## src/rtl/led_breath_sched_pkg.sv

```systemverilog
// Shared encodings and constants for the LED breathing scheduler.
package led_breath_sched_pkg;

  // Width of the chase channel pointer (enough for up to 8 channels).
  localparam int unsigned ChPtrW = 3;

  typedef enum logic [1:0] {
    MODE_BREATH = 2'd0,
    MODE_CHASE  = 2'd1,
    MODE_HOLD   = 2'd2
  } mode_e;

  typedef enum logic {
    DIR_UP   = 1'b0,
    DIR_DOWN = 1'b1
  } dir_e;

  // Peak duty value for a given PWM width.
  function automatic int unsigned duty_max(input int unsigned bits);
    return (32'd1 << bits) - 32'd1;
  endfunction

  // Encoding 3 is reserved and behaves like HOLD.
  function automatic mode_e decode_mode(input logic [1:0] sel);
    mode_e m;
    case (sel)
      2'd0:    m = MODE_BREATH;
      2'd1:    m = MODE_CHASE;
      default: m = MODE_HOLD;
    endcase
    return m;
  endfunction

endpackage

```

## src/rtl/led_breath_sched_if.sv

```systemverilog
// Control/status bundle between the board-side controller and the scheduler.
interface led_breath_sched_if
  import led_breath_sched_pkg::*;
#(
  parameter int unsigned N_CH = 6
);

  logic              en;
  logic [1:0]        mode_sel;
  logic [N_CH-1:0]   led;
  logic [ChPtrW-1:0] ch_ptr;
  logic              cycle_done;

  modport master (
    output en,
    output mode_sel,
    input  led,
    input  ch_ptr,
    input  cycle_done
  );

  modport slave (
    input  en,
    input  mode_sel,
    output led,
    output ch_ptr,
    output cycle_done
  );

endinterface

```

## src/rtl/led_breath_sched_tick_prescaler.sv

```systemverilog
// Divides the system clock down to a one-cycle duty-step tick; frozen while disabled.
module led_breath_sched_tick_prescaler #(
  parameter int unsigned TICK_DIV = 100000
) (
  input  logic clk_i,
  input  logic rst_ni,
  input  logic en_i,
  output logic tick_o
);

  localparam int unsigned CntW = (TICK_DIV > 1) ? $clog2(TICK_DIV) : 1;
  localparam logic [CntW-1:0] CntLast = CntW'(TICK_DIV - 1);

  logic [CntW-1:0] cnt_q, cnt_d;
  logic            wrap;

  assign wrap = (cnt_q == CntLast);
  // Gating by en_i means a tick coinciding with en falling is dropped.
  assign tick_o = en_i && wrap;

  // Next count: wrap at TICK_DIV-1, hold while disabled.
  always_comb begin
    cnt_d = cnt_q;
    if (en_i) begin
      cnt_d = wrap ? '0 : cnt_q + 1'b1;
    end
  end

  // Counter register.
  always_ff @(posedge clk_i or negedge rst_ni) begin
    if (!rst_ni) begin
      cnt_q <= '0;
    end else begin
      cnt_q <= cnt_d;
    end
  end

endmodule

```

## src/rtl/led_breath_sched.sv

```systemverilog
// Breathing-pattern scheduler: triangle duty generator, channel selection and PWM drive.
module led_breath_sched
  import led_breath_sched_pkg::*;
#(
  parameter int unsigned N_CH     = 6,
  parameter int unsigned PWM_BITS = 8,
  parameter int unsigned TICK_DIV = 100000
) (
  input  logic              sys_clk,
  input  logic              sys_rst_n,
  led_breath_sched_if.slave bus_if
);

  localparam logic [PWM_BITS-1:0] DutyMax = PWM_BITS'(duty_max(PWM_BITS));
  localparam logic [PWM_BITS-1:0] DutyOne = PWM_BITS'(1);
  localparam logic [ChPtrW-1:0]   ChLast  = ChPtrW'(N_CH - 1);

  logic                tick;
  logic [PWM_BITS-1:0] duty_q, duty_d;
  dir_e                dir_q, dir_d;
  mode_e               mode_q, mode_d;
  logic [ChPtrW-1:0]   ch_q, ch_d;
  logic                chase_sel_q, chase_sel_d;
  logic [PWM_BITS-1:0] pwm_q, pwm_d;
  logic [N_CH-1:0]     led_q, led_d;
  logic                cycle_done_q, cycle_done_d;
  logic                mode_sample;
  logic                single_sel;

  led_breath_sched_tick_prescaler #(
    .TICK_DIV(TICK_DIV)
  ) u_presc (
    .clk_i (sys_clk),
    .rst_ni(sys_rst_n),
    .en_i  (bus_if.en),
    .tick_o(tick)
  );

  // Triangle FSM: dir is the state, duty ramps 0 -> MAX -> 0 one step per tick.
  always_comb begin
    duty_d       = duty_q;
    dir_d        = dir_q;
    cycle_done_d = 1'b0;
    if (tick && (mode_q != MODE_HOLD)) begin
      unique case (dir_q)
        DIR_UP: begin
          duty_d = duty_q + 1'b1;
          if (duty_q == DutyMax - 1'b1) begin
            dir_d = DIR_DOWN;
          end
        end
        DIR_DOWN: begin
          duty_d = duty_q - 1'b1;
          if (duty_q == DutyOne) begin
            dir_d        = DIR_UP;
            cycle_done_d = 1'b1;
          end
        end
      endcase
    end
  end

  // Mode only changes at a zero crossing so brightness never jumps; idle-at-zero
  // keeps sampling, which is what lets HOLD be left again.
  always_comb begin
    mode_sample = cycle_done_d || ((duty_q == '0) && (dir_q == DIR_UP));
    mode_d      = mode_sample ? decode_mode(bus_if.mode_sel) : mode_q;
  end

  // Chase pointer and remembered selection style for HOLD.
  always_comb begin
    ch_d        = ch_q;
    chase_sel_d = chase_sel_q;
    if ((mode_d == MODE_CHASE) && (mode_q != MODE_CHASE)) begin
      ch_d = '0;
    end else if ((mode_q == MODE_CHASE) && cycle_done_d) begin
      ch_d = (ch_q == ChLast) ? '0 : ch_q + 1'b1;
    end
    if (mode_q == MODE_BREATH) begin
      chase_sel_d = 1'b0;
    end else if (mode_q == MODE_CHASE) begin
      chase_sel_d = 1'b1;
    end
  end

  // PWM counter advances only while running.
  always_comb begin
    pwm_d = bus_if.en ? pwm_q + 1'b1 : pwm_q;
  end

  // PWM compare per channel; unselected channels see duty 0 and stay dark.
  always_comb begin
    single_sel = (mode_q == MODE_HOLD) ? chase_sel_q : (mode_q == MODE_CHASE);
    led_d      = '0;
    for (int i = 0; i < int'(N_CH); i++) begin
      if (!single_sel || (ch_q == ChPtrW'(i))) begin
        led_d[i] = bus_if.en && (pwm_q < duty_q);
      end
    end
  end

  // State registers.
  always_ff @(posedge sys_clk or negedge sys_rst_n) begin
    if (!sys_rst_n) begin
      duty_q       <= '0;
      dir_q        <= DIR_UP;
      mode_q       <= MODE_BREATH;
      ch_q         <= '0;
      chase_sel_q  <= 1'b0;
      pwm_q        <= '0;
      led_q        <= '0;
      cycle_done_q <= 1'b0;
    end else begin
      duty_q       <= duty_d;
      dir_q        <= dir_d;
      mode_q       <= mode_d;
      ch_q         <= ch_d;
      chase_sel_q  <= chase_sel_d;
      pwm_q        <= pwm_d;
      led_q        <= led_d;
      cycle_done_q <= cycle_done_d;
    end
  end

  assign bus_if.led        = led_q;
  assign bus_if.ch_ptr     = (mode_q == MODE_CHASE) ? ch_q : '0;
  assign bus_if.cycle_done = cycle_done_q;

endmodule

```

## src/flat_wrapper.sv

```systemverilog
// flat-port wrapper written by rule: the top's interface ports become plain ports
module led_breath_sched_flat import led_breath_sched_pkg::*;
#(
  parameter int unsigned N_CH     = 6,
  parameter int unsigned PWM_BITS = 8,
  parameter int unsigned TICK_DIV = 100000
)
  (sys_clk, sys_rst_n, bus_if_en, bus_if_mode_sel, bus_if_led, bus_if_ch_ptr, bus_if_cycle_done);
  led_breath_sched_if #(.N_CH(N_CH)) bus_if_i ();
  input  logic sys_clk;
  input  logic sys_rst_n;
  input wire logic [$bits(bus_if_i.en)-1:0] bus_if_en;
  input wire logic [$bits(bus_if_i.mode_sel)-1:0] bus_if_mode_sel;
  output wire logic [$bits(bus_if_i.led)-1:0] bus_if_led;
  output wire logic [$bits(bus_if_i.ch_ptr)-1:0] bus_if_ch_ptr;
  output wire logic [$bits(bus_if_i.cycle_done)-1:0] bus_if_cycle_done;
  assign bus_if_i.en = bus_if_en;
  assign bus_if_i.mode_sel = bus_if_mode_sel;
  assign bus_if_led = bus_if_i.led;
  assign bus_if_ch_ptr = bus_if_i.ch_ptr;
  assign bus_if_cycle_done = bus_if_i.cycle_done;
  led_breath_sched #(.N_CH(N_CH), .PWM_BITS(PWM_BITS), .TICK_DIV(TICK_DIV)) u_core (.sys_clk(sys_clk), .sys_rst_n(sys_rst_n), .bus_if(bus_if_i));
endmodule
```

## config.mk

```make
export PLATFORM = sky130hd
export DESIGN_NAME = led_breath_sched_flat
export DESIGN_NICKNAME = d
export VERILOG_FILES = /design/src/rtl/led_breath_sched_pkg.sv /design/src/rtl/led_breath_sched_if.sv /design/src/rtl/led_breath_sched_tick_prescaler.sv /design/src/rtl/led_breath_sched.sv /design/src/flat_wrapper.sv
export SDC_FILE = /design/constraint.sdc
export NUM_CORES = 1
export LEC_CHECK = 0
export ABC_AREA = 1
export BUFFER_PORTS_ARGS = -buffer_cell sky130_fd_sc_hd__buf_2
export CAP_MARGIN = 20
export CORE_ASPECT_RATIO = 1.5
export CORE_MARGIN = 2
export CORE_UTILIZATION = 51
export DETAILED_ROUTE_END_ITERATION = 12
export GPL_TIMING_DRIVEN = 0
export PLACE_DENSITY_LB_ADDON = 0.1
export SLEW_MARGIN = 20
export SYNTH_ARGS = -nofsm -noshare
export SYNTH_HDL_FRONTEND = slang
export SYNTH_HIERARCHICAL = 1
export SYNTH_SLANG_ARGS = --single-unit
```

## constraint.sdc

```tcl
create_clock -name sys_clk -period 2 [get_ports sys_clk]
set_input_delay 0.4 -clock sys_clk [delete_from_list [all_inputs] [get_ports sys_clk]]
set_output_delay 0.4 -clock sys_clk [all_outputs]
set_load 0.01 [all_outputs]
```

# Word level (Yosys, flattened, before mapping)
# Cells that the tools add are included.
# word_totals
ff_bits,47
word_cells,73
# op_classes
add_sub_neg,5
n_lt_le_gt_ge,1
n_eq_ne,14
mux,23
bitwise_logic,1
reduce_logical,20
# ops
cell,count
"17-bit by 1-bit adder with 17-bit output, second input constant",1
"17-bit equality test, second input constant",1
17-bit two-way mux,1
"8-bit by 1-bit adder with 8-bit output, second input constant",2
8-bit case mux with 2 select lines,1
1-bit two-way mux,14
3-bit two-way mux,4
"8-bit by 1-bit equality test with 1-bit output, second input constant",1
"8-bit equality test, second input constant",1
8-bit logical NOT,1
8-bit less-than comparator,1
"8-bit by 1-bit subtractor with 8-bit output, second input constant",1
1-bit logical OR,7
"2-bit by 1-bit equality test with 1-bit output, second input constant",3
"3-bit by 2-bit equality test with 1-bit output, second input constant",2
"3-bit equality test, second input constant",2
1-bit logical AND,6
2-bit logical NOT,2
2-bit case mux with 2 select lines,1
2-bit nonzero test,2
"3-bit by 1-bit adder with 3-bit output, second input constant",1
"3-bit by 1-bit equality test with 1-bit output, second input constant",1
3-bit logical NOT,1
"2-bit equality test, second input constant",1
other kinds (6),6

# Logic depth before layout (Yosys ltp)
# depth
ltp_word,9
ltp_mapped,15

# By module
# Netlist, hierarchy kept.
# modules_own_cells
module,n_inst,cells_per_inst,area_each_um2,seq_area_each_um2
led_breath_sched,1,194,1701.6,750.7
led_breath_sched_tick_prescaler,1,141,1036.0,425.4

# Least setup slack after synthesis
# Ideal clock, no wire load.
# synth_timing
path_type,register to register
start,reg u_core.u_presc.cnt_q[1]
end,reg u_core.duty_q[4]
arrival_ns,1.758
required_ns,1.882
path_slack_ns,0.124
stages_incl_launch_ff,14
n_path_buf,0
period_less_slack_ns,1.876
path_cell_list,dfrtp_1 > ha_1 > inv_1 > nor2_2 > nand4_1 > inv_1 > inv_1 > a21oi_4 > inv_2 > nor2_4 > nand2_2 > a21oi_2 > xor2_1 > inv_1
# synth_between
elab_chain_len,3
# synth_rtl
element,line,rtl
"start, declared",led_breath_sched_tick_prescaler.sv:14,"logic [CntW-1:0] cnt_q, cnt_d;"
"start signal, assigned",led_breath_sched_tick_prescaler.sv:34,cnt_q <= cnt_d;
17-bit equality test,led_breath_sched_tick_prescaler.sv:17,assign wrap = (cnt_q == CntLast);
1-bit logical AND,led_breath_sched_tick_prescaler.sv:19,assign tick_o = en_i && wrap;
net u_core.tick,led_breath_sched.sv:18,logic tick;
1-bit logical AND,led_breath_sched.sv:44,if (tick && (mode_q != MODE_HOLD)) begin
"end signal, assigned",led_breath_sched.sv:114,duty_q <= duty_d;
"end, declared",led_breath_sched.sv:19,"logic [PWM_BITS-1:0] duty_q, duty_d;"
# The timed path passes the listed nets, and every way through them passes these cells.
# A chain may end at the register's enable or synchronous reset.

# Worst setup path in the final report
# layout_timing
start,reg u_core.u_presc.cnt_q[13]
end,reg u_core.duty_q[4]
# The elaborated chain is that of the path after synthesis.

==> key figures <==
Route
  • DRC: 0
  • Vias per inst: ~5.0
  • Via count: 2229
  • Post-Route WL: approximately 5.5 mm
  • Initial DRC Count: around 140
  • DRT Pass-1 Iters: 4
  • WL per Instance: around 12 µm
  • Antenna-violating nets left: 0

CTS
  • Clock slew at reported path FFs: about 0.10 ns
  • Clock Tree Root: clkbuf_8
  • Inserted Clock Buffers: 5
  • Clk sinks: 47
  • CTS H-tree depth: 2
  • CTS tree: yes
  • CTS max path bufs: 2
  • Worst skew pair latency: roughly 0.3 ns

Yosys
  • Syn_nets: 355
  • Synth unique cells: 32
  • Synth area leaders: dfrtp_1, nand2_1, ha_1
  • Share of the synthesized area in the top cell type: about 43%
  • Synth async-reset ratio: 100%
  • Synth top cells by count: nand2_1, dfrtp_1, inv_1
  • Largest area contributor in the netlist: dfrtp_1
  • Post-synth EDFFs: 0
  • Yosys warnings: 6
  • Top FF cell, synth: dfrtp_1
  • Average size of a mapped cell: 8.17 µm²
  • Post-synth design cell area: around 2700 µm²
  • Most common cell in the netlist: nand2_1
  • Sequential area share after synthesis: approximately 43%
  • Count of state elements after synthesis: 47
  • Cells after synthesis: approximately 340

Finish
  • Final Cell Area: between 3000 and 4000 µm²
  • Net count, final: ~400
  • Area Overhead vs Synth: 18.3%
  • Core Util, Final: 62.7%
  • Layout Cells excl Fill: around 450
  • Layout cell share with drive strength beyond 1: between 20% and 30%
  • Diodes inserted: 0

Floorplanning
  • Initial core utilization: 53.0%
  • IO Pins: 15
  • Core area: 5160 µm²
  • # rows: 32
  • Die W: approximately 64 µm
  • Height of the chip: 93.7 µm
  • Die area: around 6000 µm²

Job
  • Max-cap violations: 0

Timing
  • Worst clock skew: roughly 0.013 ns
  • Slew @ Worst Pin: 0.578 ns
  • Period utilization: between 90 and 100%
  • Fin Setup TNS: 0 ns
  • FMAX: approximately 530 MHz
  • RSZ-0062 raised after global routing: yes
  • Fin. Hold Viols: 0
  • Fin crit period: 1.90 ns
  • Finish-stage setup viols: 0
  • Slew margin rel.: roughly three fifths
  • Fin. max-slew vios: 0

GRT
  • Pin count of the biggest net entering global routing: 48
  • Vias in the first global route: 2237
  • Global-route wire length before repair: 9.91 mm
  • Initial antenna violation count: 0
  • Final global-route overflow total: 0
  • GRT Util Overall: a little over a fifth

Worst setup path
  • R2R Path Start: u_core/u_presc/cnt_q[13]
  • Reg2Reg Capture Point: u_core/duty_q[4]
  • Critical Path Start Type: register
  • Critical Path AT: 2.10 ns
  • Critical Path Sink Type: register
  • WS Path Type: reg2reg
  • Required @ worst endpoint: 2.20 ns
  • Worst r2r path cells: 13
  • Worst Path Max Fanout: 4
  • R2r setup slk: just under 0.1 ns

Power and ir drop
  • Peak supply drop: between 400 and 500 µV
  • Leakage Power: 1.64 nW
  • Power Density: roughly 770 nW/µm²

Outcome
  • Status: completed

Place
  • Placed Cells: around 420
  • # port buffers: 14
  • Dpl hpwl: 3.88 mm
  • Placer Congestion: 0.845
  • Placed cell area: 2890 µm²

Min path
  • Hold/Removal Path Class: in2async
how the worst max path moves through the flow:
| stage | from | end | slack, ns |
|---|---|---|---|
| after global routing | u_core/u_presc/cnt_q[13] | u_core/duty_q[4] | -0.04 |
| final | u_core/u_presc/cnt_q[13] | u_core/duty_q[4] | 0.1 |
| after CTS | u_core/u_presc/cnt_q[0] | u_core/u_presc/cnt_q[10] | 0.002 |
| after floorplan | u_core/u_presc/cnt_q[1] | u_core/duty_q[4] | 0.12 |
| after detailed placement | u_core/u_presc/cnt_q[1] | u_core/duty_q[4] | -0.25 |
| after global placement | u_core/u_presc/cnt_q[1] | u_core/ch_q[2] | -0.25 |
per-layer routing:
layer  part of all wire (%)  up-vias  wire length, µm  track usage (%)
met5                      0        -                0                0
met4                    3.7        0              202             10.5
met3                    2.8       17              155             2.88
met2                     53       42             2900             38.5
met1                     41     1034             2250             23.2
li1                       -     1136                -                -
sequential cells by signal, summed over array words and instances, names as in the netlist:
signal and cells:
u_core/ch_q 3, u_core/pwm_q 8, u_core/chase_sel_q 1, u_core/mode_q 2, u_core/dir_q 1, u_core/bus_if.led 6, u_core/u_presc/cnt_q 17, u_core/duty_q 8
u_core/bus_if.cycle_done 1
per-stage QoR:
step	power (mW)	hold WS, ns	worst slack, ns
6_report	2.49	0.0924	0.0967
5_1_grt	2.67	0.149	-0.0412
4_1_cts	2.49	0.313	0.00191
3_5_place_dp	1.74	0.476	-0.250
3_3_place_gp	1.72	0.475	-0.246
2_1_floorplan	1.60	0.104	0.124
logic make-up (layout without fill, tap and decap cells):
logic type / after synthesis / count (layout) / synth area share [%]
simple gates: 164 / 164 / 27.5
buf+inv: 55 / 98 / 8.00
flops: 47 / 47 / 43.0
compound gates: 30 / 30 / 6.99
xor+xnor: 24 / 24 / 7.68
fa+ha+maj: 15 / 15 / 6.86
critical path, cell delays in order, from the launching register on:
cell	delay, ns
dfrtp_1	0.43
nor2_1	0.10
nand3_1	0.08
nor2_2	0.14
nand4_1	0.15
inv_2	0.10
inv_2	0.05
a21oi_4	0.19
inv_2	0.09
nor2_4	0.11
nand2_2	0.07
a21oi_2	0.11
xor2_1	0.14
inv_1	0.05
area by class of cell:
type	count	area, µm²
plain buffers	3	26.3
repair buffers	35	230
fillers	448	1930
clock inverters	3	46.3
multi-input cells	233	1410
clock buffers	5	68.8
well taps	68	85.1
flip-flops and latches	47	1180
inverters	52	196
layout by cell type, fill, tap and decap left out, types with 2 or more instances in the layout:
cell      netlist  final
a21oi_1        11     10
a21oi_2         1      2
a31oi_1         3      3
buf_2           0     13
buf_4           3     24
clkbuf_8        0      5
dfrtp_1        47     46
ha_1           15     14
inv_1          44     42
inv_2           7      9
nand2_1        67     65
nand2_2         5      6
nand3_1        19     17
nand3_2         1      2
nand3b_1        3      3
nand4_1        10     10
nor2_1         42     40
nor2_2          6      7
nor2_4          3      4
nor3_1          4      4
o21ai_0         8      8
o21ai_2         2      2
xnor2_1         6      6
xor2_1         18     18
report_power, final:
part	switching (mW)	total [mW]	internal [mW]
sequential	0.155	1.24	1.08
combinational	0.287	0.534	0.248
clock	0.335	0.712	0.377
timing repair:
action                     CTS  global route
resized for setup            4            13
pin swaps                    1            10
setup endpoints to repair   11            12
setup buffers               12            10
hold buffers                 0             0
Note: power is estimated with default switching activity, not from simulation.
